<file path="config.mk">
export PLATFORM = sky130hd
export DESIGN_NAME = fir_source_credit_buffer
export DESIGN_NICKNAME = d
export VERILOG_FILES = /design/src/rtl/fir_stream_pkg.sv /design/src/rtl/sync_fifo_fwft.sv /design/src/rtl/fir_source_credit_buffer.sv
export SDC_FILE = /design/constraint.sdc
export NUM_CORES = 1
export LEC_CHECK = 0
export ABC_AREA = 0
export CORE_MARGIN = 1
export CORE_UTILIZATION = 35
export CTS_BUF_LIST = sky130_fd_sc_hd__clkbuf_8
export DETAILED_ROUTE_END_ITERATION = 12
export PLACE_DENSITY_LB_ADDON = 0.15
export SYNTH_ARGS = -nofsm -noshare
export SYNTH_HDL_FRONTEND = slang
export SYNTH_SLANG_ARGS = --single-unit
</file>
<file path="constraint.sdc">
create_clock -name clk -period 22.4 [get_ports clk]
set_input_delay 4.48 -clock clk [delete_from_list [all_inputs] [get_ports clk]]
set_output_delay 4.48 -clock clk [all_outputs]
set_load 0.05 [all_outputs]
</file>
<file path="src/rtl/fir_stream_pkg.sv">
// Shared types for the FIR stream return path: default sample width, beat record
// and packet-tracker states.
package fir_stream_pkg;

   localparam int DEF_DATA_W = 32;

   typedef struct packed {
      logic [DEF_DATA_W-1:0] data;
      logic                  sop;
      logic                  eop;
   } fir_beat_t;

   typedef enum logic {
      IDLE   = 1'b0,
      IN_PKT = 1'b1
   } pkt_state_t;

endpackage

</file>
<file path="src/rtl/sync_fifo_fwft.sv">
// First-word-fall-through FIFO. The head entry is always visible on dout, and
// pointers wrap explicitly so that non-power-of-two depths work.
module sync_fifo_fwft #(
   parameter  int WIDTH = 34,
   parameter  int DEPTH = 8,
   localparam int PW    = (DEPTH > 1) ? $clog2(DEPTH) : 1,
   localparam int CW    = $clog2(DEPTH + 1)
) (
   input  logic             clk,
   input  logic             rst,
   input  logic             push,
   input  logic             pop,
   input  logic [WIDTH-1:0] din,
   output logic [WIDTH-1:0] dout,
   output logic [CW-1:0]    count,
   output logic             full,
   output logic             empty
);

   logic [DEPTH-1:0][WIDTH-1:0] mem;
   logic [PW-1:0]               wr_ptr;
   logic [PW-1:0]               rd_ptr;
   logic                        wr_en;
   logic                        rd_en;

   function automatic logic [PW-1:0] ptr_inc(input logic [PW-1:0] p);
      return (p == PW'(DEPTH - 1)) ? '0 : p + 1'b1;
   endfunction

   assign full  = (count == CW'(DEPTH));
   assign empty = (count == '0);
   assign rd_en = pop & ~empty;
   // A full FIFO still takes a write when the head leaves in the same cycle.
   assign wr_en = push & (~full | rd_en);
   assign dout  = mem[rd_ptr];

   always_ff @(posedge clk or posedge rst) begin
      if (rst) begin
         mem    <= '0;
         wr_ptr <= '0;
         rd_ptr <= '0;
         count  <= '0;
      end else begin
         if (wr_en) begin
            mem[wr_ptr] <= din;
            wr_ptr      <= ptr_inc(wr_ptr);
         end
         if (rd_en) rd_ptr <= ptr_inc(rd_ptr);
         count <= count + CW'(wr_en) - CW'(rd_en);
      end
   end

endmodule

</file>
<file path="src/rtl/fir_source_credit_buffer.sv">
// Credit-based return buffer behind the non-stallable FIR pipeline. Upstream ready
// is withheld once every FIFO slot is reserved by a buffered or in-flight beat.
module fir_source_credit_buffer
   import fir_stream_pkg::*;
#(
   parameter  int DATA_W       = DEF_DATA_W,
   parameter  int PIPE_LATENCY = 5,
   parameter  int DEPTH        = 8,
   localparam int CW           = $clog2(DEPTH + 1)
) (
   input  logic              clk,
   input  logic              rst,
   input  logic              sink_valid,
   output logic              sink_ready,
   input  logic              pipe_valid,
   input  logic [DATA_W-1:0] pipe_data,
   input  logic              pipe_sop,
   input  logic              pipe_eop,
   output logic              src_valid,
   input  logic              src_ready,
   output logic [DATA_W-1:0] src_data,
   output logic              src_sop,
   output logic              src_eop,
   output logic [CW-1:0]     fill_level,
   output logic              overflow_err,
   output logic              framing_err
);

   if (DEPTH < 2) begin : g_depth_err
      $error("fir_source_credit_buffer: DEPTH must be at least 2");
   end
   if (DEPTH < PIPE_LATENCY + 2) begin : g_depth_warn
      $warning("fir_source_credit_buffer: DEPTH below PIPE_LATENCY+2 limits throughput");
   end

   logic              ready_en;
   logic [CW-1:0]     reserved;
   logic              acc;
   logic              pop;
   logic              full;
   logic              empty;
   logic              frame_bad;
   logic [DATA_W+1:0] head;
   pkt_state_t        state;
   pkt_state_t        state_nxt;

   // Registers only: ready has zero latency, so no combinational path from sink_valid.
   assign sink_ready = ready_en & (reserved < CW'(DEPTH));
   assign acc        = sink_valid & sink_ready;
   assign src_valid  = ~empty;
   assign pop        = src_valid & src_ready;

   sync_fifo_fwft #(
      .WIDTH (DATA_W + 2),
      .DEPTH (DEPTH)
   ) u_fifo (
      .clk   (clk),
      .rst   (rst),
      .push  (pipe_valid),
      .pop   (pop),
      .din   ({pipe_data, pipe_sop, pipe_eop}),
      .dout  (head),
      .count (fill_level),
      .full  (full),
      .empty (empty)
   );

   assign {src_data, src_sop, src_eop} = head;

   always_ff @(posedge clk or posedge rst) begin
      if (rst) ready_en <= 1'b0;
      else     ready_en <= 1'b1;
   end

   // Saturating in both directions so a misbehaving pipeline cannot wrap the count.
   always_ff @(posedge clk or posedge rst) begin
      if (rst)
         reserved <= '0;
      else if (acc && !pop && reserved != CW'(DEPTH))
         reserved <= reserved + 1'b1;
      else if (pop && !acc && reserved != '0)
         reserved <= reserved - 1'b1;
   end

   always_ff @(posedge clk or posedge rst) begin
      if (rst) begin
         overflow_err <= 1'b0;
         framing_err  <= 1'b0;
      end else begin
         overflow_err <= overflow_err | (pipe_valid & full & ~pop);
         framing_err  <= framing_err | frame_bad;
      end
   end

   always_ff @(posedge clk or posedge rst) begin
      if (rst) state <= IDLE;
      else     state <= state_nxt;
   end

   // A stray sop inside a packet restarts it; the beat itself is never blocked.
   always_comb begin
      state_nxt = state;
      frame_bad = 1'b0;
      if (pipe_valid) begin
         case (state)
            IDLE: begin
               if (!pipe_sop)      frame_bad = 1'b1;
               else if (!pipe_eop) state_nxt = IN_PKT;
            end
            IN_PKT: begin
               frame_bad = pipe_sop;
               if (pipe_eop) state_nxt = IDLE;
            end
            default: state_nxt = IDLE;
         endcase
      end
   end

endmodule

</file>
== After elaboration in Yosys (flattened, before gate mapping) ==
Index checks and enable logic that the tools add are counted.

* Logic and storage cells: 69
* Register bits: 290
* Output and inout bits: 42
* Bits of input ports: 39

* Add/sub/neg operators: 6
* Order comparisons: 4
* Equal/unequal tests: 4
* Multiplexer cells: 15
* Bitwise logic cells: 14
* Reduce and logical (&&, ||, !) cells: 10

{| class="wikitable"
|+ Operators with widths
! operator !! number
|-
| $bwmux 272 || 1
|-
| $bmux 34 s3 || 1
|-
| $demux 34 s3 || 1
|-
| $mux 34 || 2
|-
| $lt 3x4->1 const B || 2
|-
| $mux 4 || 2
|-
| $and 1x1->1 || 7
|-
| $add 3x1->3 const B || 2
|-
| $eq 3x3->1 const B || 2
|-
| $mux 3 || 2
|-
| $logic_and 1x1->1 || 5
|-
| $add 4x1->4 || 1
|-
| $add 4x1->4 const B || 1
|-
| $eq 4x4->1 const B || 1
|-
| $logic_not 4->1 || 1
|-
| $lt 4x4->1 const B || 1
|-
| $mux 1 || 4
|-
| $ne 4x4->1 const B || 1
|-
| $not 1->1 || 4
|-
| $pmux 1 s2 || 2
|-
| $reduce_bool 4->1 || 1
|-
| $sub 4x1->4 || 1
|-
| $sub 4x1->4 const B || 1
|-
| $ge 3x1->1 const B || 1
|-
| 3 further kinds || 6
|}

== Longest topological paths before layout ==
Gate-level depths: netlist of run 1.

* Word-level depth: 8
* Mapped depth: 11
* Depth with buffers taken out: 11

== Modules after synthesis ==
A second synthesis of run 1 with hierarchy kept.

* Cells, all modules: 793
* Area total of the unflattened synthesis: 13,509.2 µm²

{| class="wikitable"
|+ Modules (own cells, without submodules)
! module !! seq. area each (µm²) !! area each (µm²) !! times used !! cells each
|-
| sync_fifo_fwft || 7,056.8 || 13,076.3 || 1 || 756
|-
| fir_source_credit_buffer || 200.2 || 432.9 || 1 || 37
|}

== Worst setup path after synthesis of run 1 ==
OpenSTA, ideal clock, no wires.

* Kind: register to output
* From: register u_fifo.rd_ptr[0]
* To: output src_data[13]
* Path buffers: 3
* Required time: 17,920 ps
* Cell stages (with the launch flop): 6
* Arrival time: 1,852 ps
* Setup slack: 16,068 ps
* Cells stage by stage: dfrtp_1 buf_2 buf_2 clkbuf_1 mux4_2 mux2_2

* Longest elaborated chain between the ends: 2

{| class="wikitable"
|+ RTL lines
! item !! RTL line !! RTL
|-
| start: declaration || sync_fifo_fwft.sv:22 || <nowiki>logic [PW-1:0] rd_ptr;</nowiki>
|-
| start signal: assignment || sync_fifo_fwft.sv:48 || <nowiki>if (rd_en) rd_ptr <= ptr_inc(rd_ptr);</nowiki>
|-
| $bmux 34 s3 || sync_fifo_fwft.sv:35 || <nowiki>assign dout = mem[rd_ptr];</nowiki>
|-
| $mux 34 (implied by the code) || sync_fifo_fwft.sv:35 ||
|-
| end: declaration || fir_source_credit_buffer.sv:21 || <nowiki>output logic [DATA_W-1:0] src_data,</nowiki>
|}

Every way passes these cells. The select of a mux whose other input is x is not followed.

== Worst setup path after layout of run 1 ==
* From: register u_fifo.rd_ptr[0]
* To: output src_sop

* Longest elaborated chain between the ends: 2

{| class="wikitable"
|+ RTL lines
! item !! RTL line !! RTL
|-
| $bmux 34 s3 || sync_fifo_fwft.sv:35 ||
|-
| $mux 34 (implied by the code) || sync_fifo_fwft.sv:35 ||
|-
| end: declaration || fir_source_credit_buffer.sv:22 || <nowiki>output logic src_sop,</nowiki>
|}

Every way passes these cells. The select of a mux whose other input is x is not followed.

==> impl_metrics.toml, run 1 <==
[route]
remaining_drc_errors = 0
vias_per_cell = 5.03
drt_iter0_drc = 235
wl_mm = 29.3
drtPass1Iterations = 4
vias = 7173
drt-wirelength-per-cell_um = 20.5
ant_nets = 0

[cells_and_area]
layout_common_cells = "287 x dfrtp_1, 265 x mux2_2, 80 x clkdlybuf4s50_1, 68 x mux4_2, 62 x clkbuf_8"
fill_cells = 3544
antenna_cells = 0
final_common_cell = "dfrtp_1"
final_nets = 942
drive_above_1_share_pct = 50.2
syn_to_final_growth_pct = 16.1

[timing]
hold_viol_final = 0
relSlewSlack_pct = 29.2
finalCriticalPeriod_ns = 8.34
drv_slew = 0
worstMarginPinSlew_ns = 1.06
holdWs_ns = 0.475
fin_setup_tns_ns = 0
period_share_pct = 37.2
setup_viol = 0
rsz0062_at_grt = "false"
timing.fmax_ghz = 0.120
fin_skew_ns = 0.00960

[die]
die_area_um2 = 39000
num_rows = 71
initial_core_util_pct = 35.5
die_x_um = 197
io-pin-count = 81
die_h_um = 197
coreArea_um2 = 37700

[global_route]
grt_pass1_vias = 7840
grt_antenna_before_repair = 0
grt_use_total_pct = 16.0
grt-ovfl-total = 0
grt_max_degree = 141
grt_pass1_wl_mm = 47.1

[clock_tree]
cts_htree_levels = 2
path_clk_slew_ns = 0.06
post_cts_resized = 0
cts_tree = "done"
cts_buffer_depth = 3
clkLatencyLatePin_ns = 0.59
cts.sinks = 290
holdBufCountCts = 0
postCtsSetupBuffers = 0
root_buffer = "clkbuf_8"
numCtsBuffers = 51

[worst_setup_path]
critPathMaxStageDelay_ns = 0.92
critPathSlowestCell = "dfrtp_4"
start_kind = "register"
path_delay_family = "buffers and inverters"
worstPathArrival_ns = 3.86
cp_num_buf_inv = 2
required_ns = 17.92
crit_type = "reg -> out"
crit_path_end_kind = "output pin"
critPathMaxFanout = 36
worstPathCellList = "buf_4 > mux4_2 > mux2_2 > clkdlybuf4s50_1"

[pwr]
leakage_nw = 6.75
power_density_nw_per_um2 = 170
peakVddDrop_v = 0.000101

[yosys]
ys_types = 43
synth_area_per_cell_um2 = 16.8
ys_warn_count = 0
synth_nets = 851
syn_inst = 798
synth-seq-area-share_pct = 54.3
syn_area_um2 = 13400
synth-seq-cells = 290

[flow_run]
maxCapViolCount = 0

[outcome]
outcome = "finished clean"

[placed_design]
dp_hpwl_mm = 15.6
portBuffers = 80
place.gp.congestion = 0.680

[worst_hold_path]
hp-class = "reg -> reg"
==> cell usage after synthesis, drive strengths merged <==
library cell  count  area (um2)
mux2            308        3600
dfrtp           290        7260
mux4             68        1530
buf              40         309
inv              13        48.8
nand2            13        51.3
ha               12         150
clkbuf           10        37.5
a21o              4        30.0
a21oi             4        20.0
nand3             3        20.0
nand4b            3        45.0
xor2              3        26.3
fa                2        40.0
nor2              2        7.51
nor3              2        10.0
o21ai             2        10.0
or4b              2        20.0
xnor2             2        17.5
a22oi             1        7.51
a31oi             1        12.5
a41o              1        10.0
and2              1        6.26
and2b             1        10.0
conb              1        3.75
nand2b            1        6.26
nand3b            1        11.3
nand4             1        12.5
nor2b             1        6.26
o211ai            1        7.51
o31ai             1        7.51
o41ai             1        27.5
or3b              1        8.76
or4               1        7.51
==> layout make-up <==
type	count	area (um2)	area share, %
flip-flops and latches	290	7270	46.8
clock buffers	62	853	5.50
repair buffers	88	873	5.63
inverters	13	56.3	0.363
clock inverters	18	72.6	0.467
well taps	511	639	4.12
multi-input cells	445	5760	37.1
==> power breakdown <==
group | switching [mW] | internal [mW]
clock network | 0.210 | 0.245
registers | 0.168 | 0.785
logic | 0.587 | 0.651
total | 0.965 | 1.68
==> cells by family after synthesis <==
kind of cell,share of synthesized area (%)
mux,38.4
other cells,0.0280
flops,54.3
buf+inv,2.96
simple gates,1.67
compound gates,0.992
xor+xnor,0.327
fa+ha+maj,1.42
==> worst paths after layout <==
path / startpoint / to / slack, ns / cells after the start
max in group asynchronous: rst / u_fifo.mem[12] / 16.75 / 3
worst min register to register: overflow_err / overflow_err / 0.48 / 1
worst max-delay path: u_fifo.rd_ptr[0] / src_sop / 14.06 / 4
worst max register to register: u_fifo.count[2] / u_fifo.mem[13] / 19.29 / 8
worst min-delay path: overflow_err / overflow_err / 0.48 / 1
min in group asynchronous: rst / u_fifo.mem[150] / 4.39 / 2
==> routing by layer <==
layer  vias up  track usage [%]  wire length [um]
li1       3154                -                 -
met1      3861             21.9             13500
met2       117             25.5             14100
met3        41             2.95              1110
met4         0             5.14               536
met5         -                0                 0
==> worst register-to-register path, delay by kind of cell, from the launching register on <==
family	cells	cell delay [ns]
compound gates	1	0.44
flops	1	0.38
buf+inv	3	0.83
mux	1	0.38
simple gates	2	0.79
fa+ha+maj	1	0.17
==> sequential cells by signal, summed over array words and instances, names as in the netlist <==
name and cells:
u_fifo.wr_ptr 3, framing_err 1, ready_en 1, u_fifo.count 4, u_fifo.mem 272, u_fifo.rd_ptr 3, reserved 4, state 1
overflow_err 1
==> stage by stage <==
step,power [mW],std cells,util (%),setup WS (ns),area (um2)
2_1_floorplan,1.90,798,-,9.91,13400
3_3_place_gp,2.20,1347,38.8,14.58,14600
3_5_place_dp,2.22,1347,38.8,14.59,14600
4_1_cts,2.69,1427,41.2,13.91,15500
5_1_grt,2.82,1427,41.2,13.82,15500
6_report,2.65,1427,41.2,14.06,15500
Note: power is estimated with default switching activity, not from simulation.
==> run 2: changes to the inputs <==
- clock period: 22.4 -> 7.4 ns (I/O delays scaled with it)
==> run 2 against run 1 <==
Largest power group unchanged. Sequential cell count unchanged. Setup slack worse by 12 ns. Via count up 1.8%. Core utilization up 0.27 points. Largest cell class unchanged. Die area unchanged.
==> impl_metrics.toml, run 2 (synthesis gave the netlist of run 1 again) <==
[die]
coreArea_um2 = 37700
die_h_um = 197
initial_core_util_pct = 35.5
io-pin-count = 81
die_area_um2 = 39000
num_rows = 71
die_x_um = 197

[cells_and_area]
antenna_cells = 0
top_regs = "u_fifo.mem: 272 flops, reserved: 4 flops, u_fifo.count: 4 flops"
fin_cells = 1443
multi_input_area_um2 = 5760
syn_to_final_growth_pct = 16.8
layout_common_cells = "287 x dfrtp_1, 265 x mux2_2, 80 x clkdlybuf4s50_1, 68 x mux4_2, 65 x clkbuf_8"
final_core_util_pct = 41.5
fill_cells = 3531
seq_area_um2 = 7270
final_common_cell = "dfrtp_1"
largest_reg_flops = 272
top_register = "u_fifo.mem"
final_nets = 946
drive_above_1_share_pct = 50.2

[clock_tree]
cts_tree = "done"
root_buffer = "clkbuf_8"
cts_buffer_depth = 3
post_cts_resized = 0
path_clk_slew_ns = 0.06
holdBufCountCts = 0
cts_htree_levels = 2
cts.sinks = 290
numCtsBuffers = 53
clkLatencyLatePin_ns = 0.58
postCtsSetupBuffers = 0

[timing]
rsz0062_at_grt = "false"
holdWs_ns = 0.480
setup_viol = 0
fin_setup_tns_ns = 0
hold_viol_final = 0
relSlewSlack_pct = 29.0
timing.fmax_ghz = 0.190
worstMarginPinSlew_ns = 1.06
drv_slew = 0
fin_skew_ns = 0.0152
finalCriticalPeriod_ns = 5.28
period_share_pct = 71.3

[route]
remaining_drc_errors = 0
wl_met2_mm = 14.1
vias_per_cell = 5.06
drt_iter0_drc = 278
met3_length_mm = 1.25
m1WireLength_mm = 13.9
highest_layer = "met5"
drt-wirelength-per-cell_um = 20.7
drtPass1Iterations = 4
wl_mm = 29.8
ant_nets = 0
vias = 7302

[placed_design]
place.gp.congestion = 0.693
dp.cells = 1349
portBuffers = 80
dp_hpwl_mm = 16.0

[pwr]
power_mw = 8.09
leakage_nw = 6.83
power_density_nw_per_um2 = 518
peakVddDrop_v = 0.000347

[worst_setup_path]
worstReg2RegStart = "u_fifo.count[2]"
crit_path_end_kind = "output pin"
worstReg2RegEnd = "u_fifo.mem[141]"
critPathMaxFanout = 44
reg2regPathDepth = 8
worstPathArrival_ns = 3.80
r2r_slack_ns = 4.22
worstPathCellList = "buf_4 > mux4_2 > mux2_2 > clkdlybuf4s50_1"
required_ns = 5.92
critPathMaxStageDelay_ns = 1.01
start_kind = "register"
critPathSlowestCell = "dfrtp_4"
crit_type = "reg -> out"

[worst_hold_path]
hold_path_depth = 1
hp-start = "overflow_err"
holdPathEnd = "overflow_err"
hp-class = "reg -> reg"

[outcome]
outcome = "finished clean"

[global_route]
grt-ovfl-total = 0
grt_pass1_vias = 7932
grt_pass1_wl_mm = 47.9
grt_max_degree = 104
grt_use_total_pct = 16.1
grt_antenna_before_repair = 2

[flow_run]
maxCapViolCount = 0
[run 2: cell types whose count changed in the layout (fill, tap and decap cells not counted)]
| cell | change |
|---|---|
| clkinvlp_4 | +2 |
| buf_4 | +2 |
| clkinv_2 | +2 |
| clkbuf_8 | +3 |
| inv_8 | -1 |
| inv_1 | +8 |
[run 2: final cells by class]
type / instances / share of cell area, %
Sequential cell: 290 / 46.5
Multi-Input combinational cell: 445 / 36.9
Clock buffer: 65 / 5.73
Timing Repair Buffer: 90 / 5.69
Tap cell: 511 / 4.09
Clock inverter: 29 / 0.769
Inverter: 13 / 0.336
[run 2: worst max-delay path, delay by kind of cell (launching register included)]
family | cells | cell delay (ns)
buffers and inverters | 2 | 1.31
multiplexers | 2 | 0.87
flip-flops | 1 | 1.01
[run 2: per-stage QoR]
| step | setup WS (ns) | area [um2] |
|---|---|---|
| after detailed placement | 2.57 | 14600 |
| after CTS | 1.93 | 15600 |
| after global placement | 2.61 | 14600 |
| after global routing | 1.83 | 15600 |
| after floorplan | 2.07 | 13400 |
| final | 2.12 | 15600 |
[run 2: metal layers]
metal	vias to the layer above	GRT usage (%)
li1	3181	-
met1	3933	22.3
met2	131	25.5
met3	53	3.43
met4	4	4.65
met5	-	0
[run 2: how the worst max path moves through the flow]
| stage | from | end | slack [ns] |
|---|---|---|---|
| global placement | u_fifo.rd_ptr[0] | src_data[4] | 2.61 |
| floorplan | rst | framing_err | 2.07 |
| finish | u_fifo.rd_ptr[0] | src_data[2] | 2.12 |
| detailed placement | u_fifo.rd_ptr[0] | src_data[4] | 2.57 |
| global route | u_fifo.rd_ptr[0] | src_data[4] | 1.83 |
| CTS | u_fifo.rd_ptr[0] | src_data[4] | 1.93 |
[run 2: power by group]
part	internal (mW)	total, mW	switching (mW)
logic	1.97	3.74	1.76
clock network	0.786	1.45	0.659
registers	2.37	2.91	0.538
==> run 3: changes to the inputs <==
- clock period: 7.4 -> 5.44 ns (I/O delays scaled with it)
==> run 3 against run 2 <==
First-iteration DRC count fell by 0.36%. Non-clock buffer count is 3 higher. Clock skew increased by 0.0011 ns. Final cell count increased by 0.21%. Via count decreased by 1.7%. Worst hold slack lost 0.0067 ns. Die area did not move. Largest cell class unchanged. Largest power group unchanged. Combinational power increased by 37%. Critical path type unchanged.
==> impl_metrics.toml, run 3 (synthesis gave the netlist of run 1 again) <==
[worst_setup_path]
r2r_slack_ns = 2.41
worstPathCellList = "buf_4 > mux4_2 > mux2_2 > clkdlybuf4s50_1"
start_kind = "register"
critPathMaxStageDelay_ns = 0.85
required_ns = 4.35
worstReg2RegStart = "u_fifo.count[2]"
crit_path_end_kind = "output pin"
critPathSlowestCell = "dfrtp_4"
critPathMaxFanout = 32
worstPathArrival_ns = 3.36
critPathLaunch = "u_fifo.rd_ptr[0]"
crit_type = "reg -> out"

[die]
initial_core_util_pct = 35.5
die_x_um = 197
io-pin-count = 81
coreArea_um2 = 37700
num_rows = 71
die_h_um = 197
die_area_um2 = 39000

[clock_tree]
cts.sinks = 290
cts_htree_levels = 2
post_cts_resized = 0
postCtsSetupBuffers = 0
clkLatencyLatePin_ns = 0.59
path_clk_slew_ns = 0.06
numCtsBuffers = 52
cts_tree = "done"
root_buffer = "clkbuf_8"
holdBufCountCts = 0
cts_buffer_depth = 3

[route]
remaining_drc_errors = 0
wl_mm = 29.4
drt_iter0_drc = 277
vias = 7179
drtPass1Iterations = 4
ant_nets = 0
drt-wirelength-per-cell_um = 20.4
vias_per_cell = 4.96

[timing]
worstMarginPinSlew_ns = 0.955
drv_slew = 0
hold_viol_final = 0
fin_skew_ns = 0.0163
setup_viol = 0
holdWs_ns = 0.473
rsz0062_at_grt = "false"
finalCriticalPeriod_ns = 4.45
timing.fmax_ghz = 0.225
period_share_pct = 81.8
fin_setup_tns_ns = 0
relSlewSlack_pct = 36.2

[cells_and_area]
antenna_cells = 0
fill_cells = 3517
drive_above_1_share_pct = 50.5
multi_input_area_um2 = 5760
layout_common_cells = "287 x dfrtp_1, 265 x mux2_2, 80 x clkdlybuf4s50_1, 68 x mux4_2, 66 x clkbuf_8"
top_regs = "u_fifo.mem: 272 flops, reserved: 4 flops, u_fifo.count: 4 flops"
syn_to_final_growth_pct = 17.4
final_common_cell = "dfrtp_1"
largest_reg_flops = 272
final_nets = 948
top_register = "u_fifo.mem"
seq_area_um2 = 7270

[global_route]
grt_use_total_pct = 15.8
grt_pass1_vias = 7901
met2_usage_pct = 26.0
grt.busiest_layer = "met2"
grt-ovfl-total = 0
grt_antenna_before_repair = 1
use_met3_pct = 2.90
grt_pass1_wl_mm = 47.2
met1_usage_pct = 21.3
grt_max_degree = 127

[placed_design]
place.gp.congestion = 0.669
dp_hpwl_mm = 16.4
portBuffers = 80

[pwr]
p_sw_mw = 4.05
leakage_nw = 6.86
power_frac_seq_pct = 35.6
peakVddDrop_v = 0.000456
p_int_mw = 7.03
swShare_pct = 36.5
combinationalPowerShare_pct = 46.4
power_density_nw_per_um2 = 705
p_clk_share_pct = 18.0

[outcome]
outcome = "finished clean"

[worst_hold_path]
hp-class = "reg -> reg"
hp-start = "overflow_err"

[flow_run]
maxCapViolCount = 0
==> run 3: per-stage QoR <==
step           worst slack, ns  cell area, um2  instances  power, mW  util (%)
2_1_floorplan            0.505           13400        798       7.81         -
3_3_place_gp              1.45           14700       1352       9.14      39.0
3_5_place_dp              1.46           14700       1352       9.19      39.0
4_1_cts                  0.876           15700       1446       11.3      41.7
5_1_grt                  0.782           15700       1446       11.8      41.7
6_report                 0.987           15700       1446       11.1      41.7
==> run 3: final timing paths <==
path	to	cells after the start
setup / recovery	src_data[1]	4
hold / removal	overflow_err	1
setup reg to reg	u_fifo.mem[16]	8
hold reg to reg	overflow_err	1
max in group asynchronous	u_fifo.rd_ptr[0]	3
min in group asynchronous	u_fifo.mem[185]	2
==> run 3: routing by layer <==
| metal | vias up | part of all wire (%) |
|---|---|---|
| met5 | - | 0.044 |
| met4 | 2 | 2.2 |
| met3 | 56 | 3.2 |
| met2 | 110 | 48 |
| met1 | 3822 | 46 |
| li1 | 3189 | - |
==> run 3: cell type report <==
cell class	instances	area share, %
clock buffer	66	5.78
clock inverter	28	0.757
inverter	13	0.335
multi-input combinational	445	36.7
sequential	290	46.3
tap	511	4.07
timing repair buffer	93	6.12
==> run 3: power by group through the flow <==
| stage | Sequential, mW | Combinational [mW] | Clock [mW] |
|---|---|---|---|
| after global placement | 3.97 | 5.17 | 0 |
| after CTS | 3.95 | 5.24 | 2.08 |
| after floorplan | 3.67 | 4.13 | 0 |
| final | 3.94 | 5.14 | 1.99 |
| after detailed placement | 3.98 | 5.22 | 0 |
| after global routing | 4.11 | 5.49 | 2.17 |
==> run 3: worst max-delay path, delay by kind of cell (launching register included) <==
family | cells | cell delay (ns)
buffers and inverters | 2 | 1.08
multiplexers | 2 | 0.83
flip-flops | 1 | 0.85
